<file path="src/rtl/fsm_gen.sv">
// Step-forward/step-back state sequencer with per-state minimum dwell and wrap flag.
// Define FSM_GEN_GRAY_OUT_EN to present state_out as the Gray code of the index.
module fsm_gen #(
  parameter int STATE_W    = 4,
  parameter int NUM_STATES = 16,
  parameter int DWELL      = 1
) (
  input  logic               clk,
  input  logic               reset,
  input  logic               input1,
  input  logic               input2,
  output logic [STATE_W-1:0] state_out,
  output logic               dwell_done,
  output logic               wrap_pulse
);

  typedef enum logic [1:0] {
    CMD_HOLD    = 2'b00,
    CMD_BACK    = 2'b01,
    CMD_FWD     = 2'b10,
    CMD_RESTART = 2'b11
  } cmd_e;

  localparam int                 CNT_W    = 8;
  localparam logic [STATE_W-1:0] LAST_IDX = STATE_W'(NUM_STATES - 1);
  localparam logic [STATE_W:0]   NUM_IDX  = (STATE_W + 1)'(NUM_STATES);
  localparam logic [CNT_W-1:0]   CNT_MAX  = CNT_W'(DWELL - 1);

  logic [STATE_W-1:0] idx;
  logic [CNT_W-1:0]   cnt;
  logic               illegal;
  cmd_e               cmd;

  assign cmd        = cmd_e'({input1, input2});
  assign dwell_done = (cnt == CNT_MAX);
  // Only reachable when NUM_STATES leaves unused encodings (e.g. after an upset).
  assign illegal    = ({1'b0, idx} >= NUM_IDX);

  // NOTE: all state here is non-blocking so every register sees pre-edge values;
  // wrap_pulse defaults low and is overridden only on a wrapping step.
  always_ff @(posedge clk) begin
    wrap_pulse <= 1'b0;
    if (reset || illegal) begin
      idx <= '0;
      cnt <= '0;
    end else begin
      unique case (cmd)
        CMD_RESTART: begin
          idx <= '0;
          cnt <= '0;
        end
        CMD_FWD: begin
          if (dwell_done) begin
            cnt <= '0;
            if (idx == LAST_IDX) begin
              idx        <= '0;
              wrap_pulse <= 1'b1;
            end else begin
              idx <= idx + 1'b1;
            end
          end else begin
            cnt <= cnt + 1'b1;
          end
        end
        CMD_BACK: begin
          if (dwell_done) begin
            cnt <= '0;
            if (idx == '0) begin
              idx        <= LAST_IDX;
              wrap_pulse <= 1'b1;
            end else begin
              idx <= idx - 1'b1;
            end
          end else begin
            cnt <= cnt + 1'b1;
          end
        end
        CMD_HOLD: begin
          if (!dwell_done) cnt <= cnt + 1'b1;
        end
      endcase
    end
  end

`ifdef FSM_GEN_GRAY_OUT_EN
  assign state_out = idx ^ (idx >> 1);
`else
  assign state_out = idx;
`endif

endmodule

</file>
<file path="config.mk">
export PLATFORM = sky130hd
export DESIGN_NAME = fsm_gen
export DESIGN_NICKNAME = d
export VERILOG_FILES = /design/src/rtl/fsm_gen.sv
export SDC_FILE = /design/constraint.sdc
export NUM_CORES = 1
export LEC_CHECK = 0
export BUFFER_PORTS_ARGS = -buffer_cell sky130_fd_sc_hd__clkbuf_2
export CELL_PAD_IN_SITES_DETAIL_PLACEMENT = 0
export CELL_PAD_IN_SITES_GLOBAL_PLACEMENT = 1
export CORE_MARGIN = 2
export CORE_UTILIZATION = 30
export CTS_CLUSTER_DIAMETER = 150
export CTS_CLUSTER_SIZE = 40
export DETAILED_ROUTE_END_ITERATION = 7
export PLACE_DENSITY = 0.68
export SLEW_MARGIN = 20
export SYNTH_ARGS = -nofsm -noshare
export SYNTH_HDL_FRONTEND = slang
export SYNTH_SLANG_ARGS = --single-unit
</file>
<file path="constraint.sdc">
create_clock -name clk -period 3.9 [get_ports clk]
set_input_delay 0.39 -clock clk [delete_from_list [all_inputs] [get_ports clk]]
set_output_delay 0.39 -clock clk [all_outputs]
set_load 0.02 [all_outputs]
</file>
# Word-level counts from Yosys, hierarchy flattened
# Index checks and enable logic that the tools add are counted.
[totals] regBits=13 elab_cells=32 output_inout_bits=6 input_bits=4
[op_classes] reduce_logical=6 eq_ne=7 n_mux=13 addsub=3
[op_table] cell="one-hot mux 8 bit (3 select lines)" n=1
[op_table] cell="two-way mux 4 bit" n=4
[op_table] cell="two-way mux 8 bit" n=2
[op_table] cell="one-hot mux 4 bit (3 select lines)" n=1
[op_table] cell="adder 8 x 1 -> 8 bit (second input constant)" n=1
[op_table] cell="logical NOT 8 bit" n=1
[op_table] cell="inequality test 2 bit (second input constant)" n=3
[op_table] cell="adder 4 x 1 -> 4 bit (second input constant)" n=1
[op_table] cell="== test 2 bit (second input constant)" n=2
[op_table] cell="== test 4 bit (second input constant)" n=1
[op_table] cell="logical NOT 4 bit" n=1
[op_table] cell="two-way mux 1 bit" n=4
[op_table] cell="subtractor 4 x 1 -> 4 bit (second input constant)" n=1
[op_table] cell="AND reduction 3 bit" n=1
[op_table] cell="nonzero test 3 bit" n=1
[op_table] cell="== test 2 x 1 -> 1 bit (second input constant)" n=1
[op_table] cell="logical NOT 2 bit" n=1
[op_table] cell="one-hot mux 1 bit (2 select lines)" n=1
[op_table] cell="OR reduction 2 bit" n=1

# Logic depth before layout (Yosys ltp)
[depth] word_depth=4 ltp_mapped=7 depth_no_buf=6

# Least setup slack after synthesis
# OpenSTA, ideal clock, no wires.
[synth_path] path_kind="input -> register" start="input port input1" end="register idx[2] (netlist: state_out[2])" required_time_ns=3.783 arrival_ns=1.549 path_buffers=0 setup_ns=0.117 stages=6 setup_slack_ns=2.234 cell_sequence="inv_1 -> ha_1 -> or2_2 -> a31oi_1 -> nand4b_1 -> a21oi_1"
[synth_between] elab_chain_len=3 word_cells_on_any_way=8 classes_between="eq/ne (5); mux (1); reduce/logical (2)"
[synth_rtl] element="start, declared" line="10" rtl="input logic input1,"
[synth_rtl] element="== test 2 bit / == test 2 x 1 -> 1 bit (equally long branches)" line="47" rtl="unique case (cmd)"
[synth_rtl] element="inequality test 2 bit (no line) / nonzero test 3 bit (equally long branches)"
[synth_rtl] element="AND reduction 3 bit (no line)"
[synth_rtl] element="end signal, assigned" line="59" rtl="idx <= idx + 1'b1;"
[synth_rtl] element="end signal, assigned" line="72" rtl="idx <= idx - 1'b1;"
[synth_rtl] element="end, declared" line="29" rtl="logic [STATE_W-1:0] idx;"
# Several ways; a longest one is shown, not always the timed one.
# A chain may end at the register's enable or synchronous reset.

# Worst setup path after layout
[layout_path] start="register cnt[0]" end="output port dwell_done"
[layout_between] elab_chain_len=1
[layout_rtl] element="start, declared" line="30" rtl="logic [CNT_W-1:0] cnt;"
[layout_rtl] element="start signal, assigned" line="62" rtl="cnt <= cnt + 1'b1;"
[layout_rtl] element="start signal, assigned" line="75" rtl="cnt <= cnt + 1'b1;"
[layout_rtl] element="start signal, assigned" line="79" rtl="if (!dwell_done) cnt <= cnt + 1'b1;"
[layout_rtl] element="logical NOT 8 bit" line="35" rtl="assign dwell_done = (cnt == CNT_MAX);"
[layout_rtl] element="end, declared" line="13" rtl="output logic dwell_done,"
# Every way passes these cells.

==> run metrics <==
run status complete, no violations; core outline area 2760 um^2; top fanout value on the critical path 6; Final setup viols 0; vias in the first global route 716; Synth Register Bits 13; final hold violation count 0; PwrDens 288 nW/um^2; PortBufs 9; main flop type after synthesis dfxtp_1; Max VDD drop 0.190 mV; CTS tree built; GRT Total Usage 0.122; GP Congestion 0.797; HPWL Detailed 1.40 mm; final cycle utilization of the critical path 0.525; RSZ-0062 raised after global routing false; footprint of the multi-input gates 554 um^2; Num CTS Buffers 3; layout cells sized above 1 0.143; Final Cell Area 970 um^2; CP peak stage delay 0.36 ns; Initial DRC Count 14; Top Layer Used met4; count of different cell masters after synthesis 37; Hold Buf Count CTS 0; CTS H-tree depth 1; Crit path max-delay family simple AND/OR/NAND/NOR gates; Layout Area Growth over Synthesis 11.4%; CP Cell Sequence inv_1, ha_1, nor4b_4, and2_1, clkbuf_2; M1 WL 903 um; initial core utilization 0.316; clock buffer depth 2; mean routed wirelength per cell 12.7 um; Tot Pwr 0.280 mW; grt ovf 0; Die Span Y 57.9 um; Worst Path Required 3.51 ns; nets@finish 126; Slew @ Worst Pin 0.534 ns; initial antenna violation count 0; Final ANT Viol Nets 0; ys async rst share 0; pin count of the biggest net entering global routing 10; number of enable flip-flop cells after synthesis 0; WL met2 834 um; Crit path buffers/inverters 2; fin crit period 2.05 ns; global-route wire length before repair 3.18 mm; Netlist Area Pre-Place 871 um^2; final WL 1.81 mm; Slew Limit Headroom 0.643; # rows 19; TNS Setup 0 ns; CTS resizes 0; leakage 0.393 nW; Crit Path Class flop to output pin; syn_area_per_cell 8.71 um^2; crit end category output pin; # Post-CTS Setup Buffers 0; Mapped Nets 113; Die Width 57.9 um; drt first pass iters 4; via count 740; max_cap viols 0; ant diodes 0; clock slew at reported path FFs 0.09 ns; warning count from the yosys run 0; Ports 10; Max Clock Skew 0.0126 ns; sequential standard cell area 260 um^2; Placed Area 943 um^2; sequential element share of the synthesized area 0.299; startpoint types flop; fmax 488 MHz; worst skew pair latency 0.28 ns; Slew Limit Fails 0; crit path DAT 1.66 ns; fill cell count 305; slowest library cell on the worst path dfxtp_1; WL met3 51 um; CTS root buf clkbuf_4; Sink Count 13; DIE AREA 3350 um^2; DRC viols 0; vias per cell 5.17; HP Class input port to flop; cells after synthesis 100
## per-layer routing
| metal | up-vias | global-route usage |
|---|---|---|
| li1 | 380 | - |
| met1 | 347 | 0.174 |
| met2 | 11 | 0.187 |
| met3 | 2 | 0.0335 |
| met4 | 0 | 0.0199 |
| met5 | - | 0 |
## placed cells by master (no fill, tap or decap), types with 3 or more instances in the layout
cell / netlist / final
xor2_1: 3 / 3
a21oi_1: 6 / 6
nor2_1: 4 / 4
dfxtp_1: 13 / 13
ha_1: 9 / 9
nand2_1: 9 / 9
xnor2_1: 3 / 3
clkbuf_4: 0 / 3
inv_1: 12 / 12
clkbuf_2: 0 / 9
nand3_1: 6 / 6
## synthesized netlist by cell type (all sizes together), types with 2 or more instances
master / n / area share
o21ai: 2 / 0.011
dfxtp: 13 / 0.30
nor2b: 2 / 0.014
xnor2: 3 / 0.030
nand3: 6 / 0.034
nor2: 4 / 0.017
o31ai: 2 / 0.017
ha: 9 / 0.13
nor3b: 2 / 0.017
nand2: 9 / 0.039
inv: 12 / 0.052
o32a: 2 / 0.023
o221ai: 2 / 0.027
xor2: 3 / 0.030
a21oi: 6 / 0.034
nand3b: 2 / 0.017
and3: 2 / 0.014
## cells by family after synthesis
logic type | Yosys count | share of synthesized area
and+or+nand+nor | 38 | 0.270
AOI/OAI and AO/OA | 21 | 0.177
buffers and inverters | 13 | 0.0647
DFF | 13 | 0.299
adders and majority gates | 9 | 0.129
xor gates and xnor gates | 6 | 0.0604
## report_power, final
group          internal, mW  switching (mW)  total (mW)
Combinational        0.0213          0.0301      0.0514
Clock                0.0397          0.0466      0.0863
Sequential            0.136         0.00611       0.142
Total                 0.197          0.0828       0.280
## sequential cells by signal (all words and copies together), names as in the netlist
name and count:
cnt 8, state_out 4, wrap_pulse 1
## path summary, 6_finish.rpt
kind	endpoint	from	slack (ns)	depth (start not counted)
setup / recovery	dwell_done	cnt[0]	1.85	5
hold / removal	cnt[1]	reset	0.34	2
setup reg to reg	state_out[3]	state_out[0]	2.25	6
hold reg to reg	cnt[1]	cnt[1]	0.53	2
## per-stage QoR
| step | std cells | hold WS, ns | util | worst slack [ns] |
|---|---|---|---|---|
| floorplan | 100 | 0.459 | - | 2.23 |
| global placement | 139 | 0.511 | 0.342 | 2.03 |
| detailed placement | 139 | 0.517 | 0.342 | 1.96 |
| CTS | 143 | 0.331 | 0.352 | 1.83 |
| global route | 143 | 0.341 | 0.352 | 1.73 |
| finish | 143 | 0.336 | 0.352 | 1.85 |
## layout make-up
| type | count | area share |
|---|---|---|
| inverter | 12 | 0.0465 |
| timing repair buffer | 9 | 0.0465 |
| tap | 31 | 0.0400 |
| sequential | 13 | 0.268 |
| clock buffer | 4 | 0.0271 |
| multi-input combinational | 74 | 0.572 |
Note: power is estimated with default switching activity, not from simulation.
